`config.mk`:
```
export PLATFORM = sky130hd
export DESIGN_NAME = branch_resolve_ex_flat
export DESIGN_NICKNAME = d
export VERILOG_FILES = /design/src/rtl/bru_pkg.sv /design/src/rtl/branch_resolve_ex_if.sv /design/src/rtl/bru_squash_ctr.sv /design/src/rtl/branch_resolve_ex.sv /design/src/flat_wrapper.sv
export SDC_FILE = /design/constraint.sdc
export NUM_CORES = 1
export LEC_CHECK = 0
export ABC_AREA = 1
export BUFFER_PORTS_ARGS = -buffer_cell sky130_fd_sc_hd__buf_2
export CORE_MARGIN = 2
export CORE_UTILIZATION = 30
export CTS_CLUSTER_SIZE = 14
export DETAILED_ROUTE_END_ITERATION = 10
export PLACE_DENSITY_LB_ADDON = 0.15
export SLEW_MARGIN = 20
export SYNTH_ARGS = -nofsm -noshare
export SYNTH_HDL_FRONTEND = slang
export SYNTH_SLANG_ARGS = --single-unit
```
`constraint.sdc`:
```
create_clock -name clk -period 1.4 [get_ports clk]
set_clock_uncertainty 0.05 [all_clocks]
set_input_delay 0.28 -clock clk [delete_from_list [all_inputs] [get_ports clk]]
set_output_delay 0.28 -clock clk [all_outputs]
set_load 0.005 [all_outputs]
```
`src/rtl/bru_pkg.sv`:
```
// Shared encodings for the EX-stage branch resolution unit: branch opcodes,
// squash-window state and the default PC increment.
package bru_pkg;

  localparam logic [1:0] BR_NONE = 2'd0;
  localparam logic [1:0] BR_BEQ  = 2'd1;
  localparam logic [1:0] BR_BNE  = 2'd2;
  localparam logic [1:0] BR_J    = 2'd3;

  typedef enum logic {
    ST_IDLE   = 1'b0,
    ST_SQUASH = 1'b1
  } bru_state_e;

  localparam int unsigned BRU_PC_INC = 1;

endpackage

```
`src/rtl/branch_resolve_ex_if.sv`:
```
// EX-stage branch bus: pipeline controls and operands in, EX/MEM results out.
interface branch_resolve_ex_if #(
  parameter int ADDR_W = 32,
  parameter int DATA_W = 32
);
  logic              stall;
  logic              flush;
  logic              valid_in;
  logic [1:0]        br_op;
  logic [ADDR_W-1:0] post_pc;
  logic [ADDR_W-1:0] imm_off;
  logic [DATA_W-1:0] rs_val;
  logic [DATA_W-1:0] rt_val;
  logic              valid_out;
  logic              taken;
  logic [ADDR_W-1:0] target;
  logic              squash;

  modport master (
    output stall, flush, valid_in, br_op, post_pc, imm_off, rs_val, rt_val,
    input  valid_out, taken, target, squash
  );

  modport slave (
    input  stall, flush, valid_in, br_op, post_pc, imm_off, rs_val, rt_val,
    output valid_out, taken, target, squash
  );
endinterface

```
`src/rtl/bru_squash_ctr.sv`:
```
// Counted squash window: opens on a taken branch and stays high for
// SQUASH_CYC unstalled cycles; flush and reset close it at once.
module bru_squash_ctr
  import bru_pkg::*;
#(
  parameter int unsigned SQUASH_CYC = 2
) (
  input  logic clk,
  input  logic reset,
  input  logic start,
  input  logic stall,
  input  logic flush,
  output logic squash
);

  bru_state_e state, state_nxt;
  logic [3:0] cnt, cnt_nxt;

  always_ff @(posedge clk or posedge reset) begin
    if (reset) begin
      state <= ST_IDLE;
      cnt   <= '0;
    end else begin
      state <= state_nxt;
      cnt   <= cnt_nxt;
    end
  end

  always_comb begin
    state_nxt = state;
    cnt_nxt   = cnt;
    if (flush) begin
      state_nxt = ST_IDLE;
      cnt_nxt   = '0;
    end else if (!stall) begin
      case (state)
        ST_IDLE: begin
          if (start) begin
            state_nxt = ST_SQUASH;
            cnt_nxt   = 4'(SQUASH_CYC);
          end
        end
        ST_SQUASH: begin
          // The slot that decrements from 1 is the last killed one.
          if (cnt == 4'd1) begin
            state_nxt = ST_IDLE;
            cnt_nxt   = '0;
          end else begin
            cnt_nxt = cnt - 4'd1;
          end
        end
        default: begin
          state_nxt = ST_IDLE;
          cnt_nxt   = '0;
        end
      endcase
    end
  end

  assign squash = (state == ST_SQUASH);

endmodule

```
`src/rtl/branch_resolve_ex.sv`:
```
// EX-stage branch resolution: target adder, condition compare, EX/MEM
// registers and squash window. Define BRU_JUMP_EN to resolve br_op=J here.
module branch_resolve_ex
  import bru_pkg::*;
#(
  parameter int          ADDR_W     = 32,
  parameter int          DATA_W     = 32,
  parameter int unsigned PC_INC     = BRU_PC_INC,
  parameter int unsigned SQUASH_CYC = 2,
  parameter int          JIDX_W     = 26
) (
  input logic                clk,
  input logic                reset,
  branch_resolve_ex_if.slave bus
);

  if (SQUASH_CYC < 1 || SQUASH_CYC > 15) begin : g_bad_squash_cyc
    $error("SQUASH_CYC must be within 1..15");
  end
  if (JIDX_W < 1 || JIDX_W >= ADDR_W) begin : g_bad_jidx_w
    $error("JIDX_W must be within 1..ADDR_W-1");
  end

  // Wraps modulo 2^ADDR_W; a negative offset is already sign-extended.
  function automatic logic [ADDR_W-1:0] calc_target(
    input logic        [ADDR_W-1:0] pc,
    input logic signed [ADDR_W-1:0] off
  );
    return pc + off - ADDR_W'(PC_INC);
  endfunction

  logic              squash;
  logic              capture;
  logic              cond;
  logic              start;
  logic [ADDR_W-1:0] target_nxt;

  logic              vld_p1;
  logic              taken_p1;
  logic [ADDR_W-1:0] target_p1;

  assign capture = bus.valid_in & ~bus.stall & ~squash;

  always_comb begin
    cond       = 1'b0;
    target_nxt = calc_target(bus.post_pc, bus.imm_off);
    case (bus.br_op)
      BR_BEQ: cond = (bus.rs_val == bus.rt_val);
      BR_BNE: cond = (bus.rs_val != bus.rt_val);
`ifdef BRU_JUMP_EN
      BR_J: begin
        cond       = 1'b1;
        target_nxt = {bus.post_pc[ADDR_W-1:JIDX_W], bus.imm_off[JIDX_W-1:0]};
      end
`endif
      default: cond = 1'b0;
    endcase
  end

  assign start = capture & cond & ~bus.flush;

  // EX -> EX/MEM boundary
  always_ff @(posedge clk or posedge reset) begin
    if (reset) begin
      vld_p1    <= 1'b0;
      taken_p1  <= 1'b0;
      target_p1 <= '0;
    end else if (bus.flush) begin
      vld_p1   <= 1'b0;
      taken_p1 <= 1'b0;
    end else if (!bus.stall) begin
      vld_p1   <= capture;
      taken_p1 <= capture & cond;
      if (capture) target_p1 <= target_nxt;
    end
  end

  bru_squash_ctr #(
    .SQUASH_CYC(SQUASH_CYC)
  ) u_squash_ctr (
    .clk   (clk),
    .reset (reset),
    .start (start),
    .stall (bus.stall),
    .flush (bus.flush),
    .squash(squash)
  );

  assign bus.valid_out = vld_p1;
  assign bus.taken     = taken_p1;
  assign bus.target    = target_p1;
  assign bus.squash    = squash;

endmodule

```
`src/flat_wrapper.sv`:
```
// flat-port wrapper written by rule: the top's interface ports become plain ports
module branch_resolve_ex_flat import bru_pkg::*;
#(
  parameter int          ADDR_W     = 32,
  parameter int          DATA_W     = 32,
  parameter int unsigned PC_INC     = BRU_PC_INC,
  parameter int unsigned SQUASH_CYC = 2,
  parameter int          JIDX_W     = 26
)
  (clk, reset, bus_stall, bus_flush, bus_valid_in, bus_br_op, bus_post_pc, bus_imm_off, bus_rs_val, bus_rt_val, bus_valid_out, bus_taken, bus_target, bus_squash);
  branch_resolve_ex_if #(.ADDR_W(ADDR_W), .DATA_W(DATA_W)) bus_i ();
  input logic clk;
  input logic reset;
  input wire logic [$bits(bus_i.stall)-1:0] bus_stall;
  input wire logic [$bits(bus_i.flush)-1:0] bus_flush;
  input wire logic [$bits(bus_i.valid_in)-1:0] bus_valid_in;
  input wire logic [$bits(bus_i.br_op)-1:0] bus_br_op;
  input wire logic [$bits(bus_i.post_pc)-1:0] bus_post_pc;
  input wire logic [$bits(bus_i.imm_off)-1:0] bus_imm_off;
  input wire logic [$bits(bus_i.rs_val)-1:0] bus_rs_val;
  input wire logic [$bits(bus_i.rt_val)-1:0] bus_rt_val;
  output wire logic [$bits(bus_i.valid_out)-1:0] bus_valid_out;
  output wire logic [$bits(bus_i.taken)-1:0] bus_taken;
  output wire logic [$bits(bus_i.target)-1:0] bus_target;
  output wire logic [$bits(bus_i.squash)-1:0] bus_squash;
  assign bus_i.stall = bus_stall;
  assign bus_i.flush = bus_flush;
  assign bus_i.valid_in = bus_valid_in;
  assign bus_i.br_op = bus_br_op;
  assign bus_i.post_pc = bus_post_pc;
  assign bus_i.imm_off = bus_imm_off;
  assign bus_i.rs_val = bus_rs_val;
  assign bus_i.rt_val = bus_rt_val;
  assign bus_valid_out = bus_i.valid_out;
  assign bus_taken = bus_i.taken;
  assign bus_target = bus_i.target;
  assign bus_squash = bus_i.squash;
  branch_resolve_ex #(.ADDR_W(ADDR_W), .DATA_W(DATA_W), .PC_INC(PC_INC), .SQUASH_CYC(SQUASH_CYC), .JIDX_W(JIDX_W)) u_core (.clk(clk), .reset(reset), .bus(bus_i));
endmodule
```
==> out/metrics.csv <==
metric,value,unit
Critical Path End Type,register,
Setup TNS,-10.93,ns
Lkg Pwr,4.42,nW
Netlist cell types,35,
WP data arrival,2.07,ns
M2 GR Usage,0.324,
Area contributors post-synth,"dfrtp_1 (20%), ha_1 (16%), inv_1 (15%), nand2_1 (15%), xnor2_1 (5.5%)",
Core Box Area,15700,um^2
Final WS setup,-0.532,ns
global-route wire length before repair,24.2,mm
gr ovfl total,0,
largest net degree at the start of global routing,40,
Mapped Area,4790,um^2
"Reg clk slew, reported paths",0.07,ns
Final ANT Viol Nets,0,
Highest Clock Rate,518,MHz
CTS Root Cell,clkbuf_16,
DIE WIDTH,130,um
Slew Limit Fails,0,
outcome,"complete, but fails checks",
diodes inserted,0,
Critical Path RT,1.54,ns
num rows,46,
Detailed Place HPWL,12.6,mm
RePlAce Congestion,0.878,
max-capacitance violation count,0,
Worst Hold Launch,bus_post_pc[0],
full die area,17000,um^2
fraction of post-synthesis cell area in the top cell type by area,0.204,
CTS buffer count,5,
Post-synth EDFFs,0,
Reg-to-Reg Start,u_core.u_squash_ctr.squash,
final hold vios,0,
met3 global-route usage,0.0291,
CTS H-Tree Depth,2,
CP max FO,4,
dpl ws,-0.887,ns
DRT Pass-1 Iters,5,
Layout Nets,1236,
synth cell count leaders,"inv_1 (192), nand2_1 (192), ha_1 (63), nor2_1 (59), nand3_1 (43)",
failing checks,negative setup slack,
Final Util,0.557,
Post-Synthesis Net Count,962,
"Most Used Layer, Global Route",met2,
die height,130,um
Avg Synthesized Cell Area,6.27,um^2
critical path type,primary input to register,
PortBufs,169,
Post-synth ARST share,1.00,
top_reg_cell synth,dfrtp_1,
worst hold path class,primary input to register,
final WL,15.8,mm
Pwr Density,855,nW/um^2
Layout area overhead,83.0,%
worst skew pair latency,0.29,ns
Vias,5509,
met1 Use GR,0.224,
relative slew slack,0.801,
Worst-Margin Slew,0.297,ns
routed len/inst,12.6,um
1st-iter DRT viols,123,
vias per cell,4.39,
Cells after Synth,763,
"FF+latch count, synth",39,
layout cell share with drive strength beyond 1,0.532,
Crit. Startpoint,bus_post_pc[22],
Ports,170,
YS warnings,0,
final clock period utilization by the worst path,1.38,
Peak VDD IR,0.000463,V
Clock Tree Buf Depth,2,
Yosys top cell by area,dfrtp_1,
initial core utilization,0.305,
clock sinks,39,
type of origin of the critical path,primary input,
GRT Overall Usage,0.179,
sequential share of the synthesized area,0.204,
final setup fails,32,
RSZ-0062 raised after global routing,true,
drt drc,0,
initial antenna violation count,0,
vias in the first global route,5153,
CTS tree,built,
fin crit period,1.93,ns
==> critical path, cell delays in order <==
cell,delay (ns)
buf_2,0.08
inv_1,0.06
ha_4,0.26
inv_2,0.04
ha_4,0.28
buf_6,0.10
nand2_4,0.07
nor2_4,0.12
inv_2,0.06
nor4_4,0.34
nand3_2,0.14
nand2_1,0.08
nand2_1,0.04
nand3_1,0.07
nand2_1,0.05
==> cell type report <==
class	instances	area [um^2]
clock inverter	3	43.8
fill	1515	6950
sequential	39	976
inverter	193	820
timing repair buffer	274	1940
tap	216	270
multi-input combinational	524	4590
clock buffer	5	125
==> registers in the layout (all words and copies together) (netlist names) <==
signal                      cells
u_core.bus.target              32
u_core.u_squash_ctr.cnt         4
u_core.bus.taken                1
u_core.bus.valid_out            1
u_core.u_squash_ctr.squash      1
==> path summary, 6_finish.rpt <==
| path | end | slack (ns) | cells past startpoint |
|---|---|---|---|
| hold / removal | u_core.bus.target[0] | 0.32 | 4 |
| min in group asynchronous | u_core.u_squash_ctr.squash | 0.50 | 4 |
| setup / recovery | u_core.bus.target[30] | -0.53 | 15 |
| hold reg to reg | u_core.bus.target[2] | 0.43 | 2 |
| max in group asynchronous | u_core.bus.target[4] | 0.59 | 4 |
| setup reg to reg | u_core.u_squash_ctr.cnt[1] | -0.01 | 8 |
==> cells in the final DEF (no fill, tap or decap), types with 3 or more instances in the layout <==
cell type,Yosys,routed
nor2_1,59,35
nand2_4,0,16
inv_4,0,13
clkbuf_16,0,5
nand2_8,0,7
buf_2,4,148
nand4_1,4,4
o21bai_2,0,4
a31oi_1,8,8
inv_2,1,46
dfrtp_1,39,39
nand3_2,3,12
nor3_4,0,5
nand3_4,0,6
ha_4,0,44
buf_6,0,32
inv_1,192,123
a21o_1,3,3
o21ai_0,24,4
a21oi_4,0,13
o21ai_2,1,5
buf_4,0,80
nor3_1,9,4
nand2_2,10,21
or2_1,4,5
inv_6,0,5
a21oi_2,2,16
o21ai_1,3,17
buf_8,0,7
nand2_1,192,158
a21oi_1,40,13
xnor2_2,0,11
xnor2_1,30,18
nor2_2,1,13
nor2_4,0,12
buf_12,0,6
ha_1,63,18
inv_8,0,5
nand3_1,43,28
nand3b_1,3,3
==> report_power, final <==
part	switching (mW)	total (mW)	internal [mW]	leakage [nW]
logic	2.28	4.57	2.29	3.85
clock network	0.535	1.38	0.842	0.0838
registers	0.158	1.54	1.38	0.484
total	2.97	7.49	4.52	4.42
==> repair_timing <==
item	CTS	global route
pin swaps	72	76
setup buffers	7	19
setup endpoints to repair	33	35
resized for setup	132	134
hold endpoints to repair	39	0
hold buffers	1	0
==> per-stage QoR <==
step | hold slack (ns) | power [mW] | instances | instance area [um^2]
3_5_place_dp | 0.282 | 5.12 | 1224 | 7280
3_3_place_gp | 0.284 | 5.10 | 1224 | 7280
2_1_floorplan | 0.403 | 3.61 | 763 | 5540
4_1_cts | 0.298 | 7.01 | 1240 | 8050
5_1_grt | 0.362 | 8.04 | 1254 | 8760
6_report | 0.316 | 7.49 | 1254 | 8760
==> layer usage <==
| metal | part of all wire | up-vias | wire, um |
|---|---|---|---|
| met3 | 0.060 | 18 | 945 |
| met4 | 0.017 | 0 | 275 |
| met1 | 0.44 | 2441 | 6950 |
| met2 | 0.48 | 156 | 7620 |
| met5 | 0 | - | 0 |
| li1 | - | 2894 | - |
==> cell families after synthesis <==
group / Yosys count / share of synthesized area
flops: 39 / 0.204
compound gates: 89 / 0.104
fa+ha+maj: 64 / 0.169
simple gates: 337 / 0.303
xor+xnor: 34 / 0.0622
buf+inv: 200 / 0.158
No activity file was read; power rests on OpenSTA's default activity.
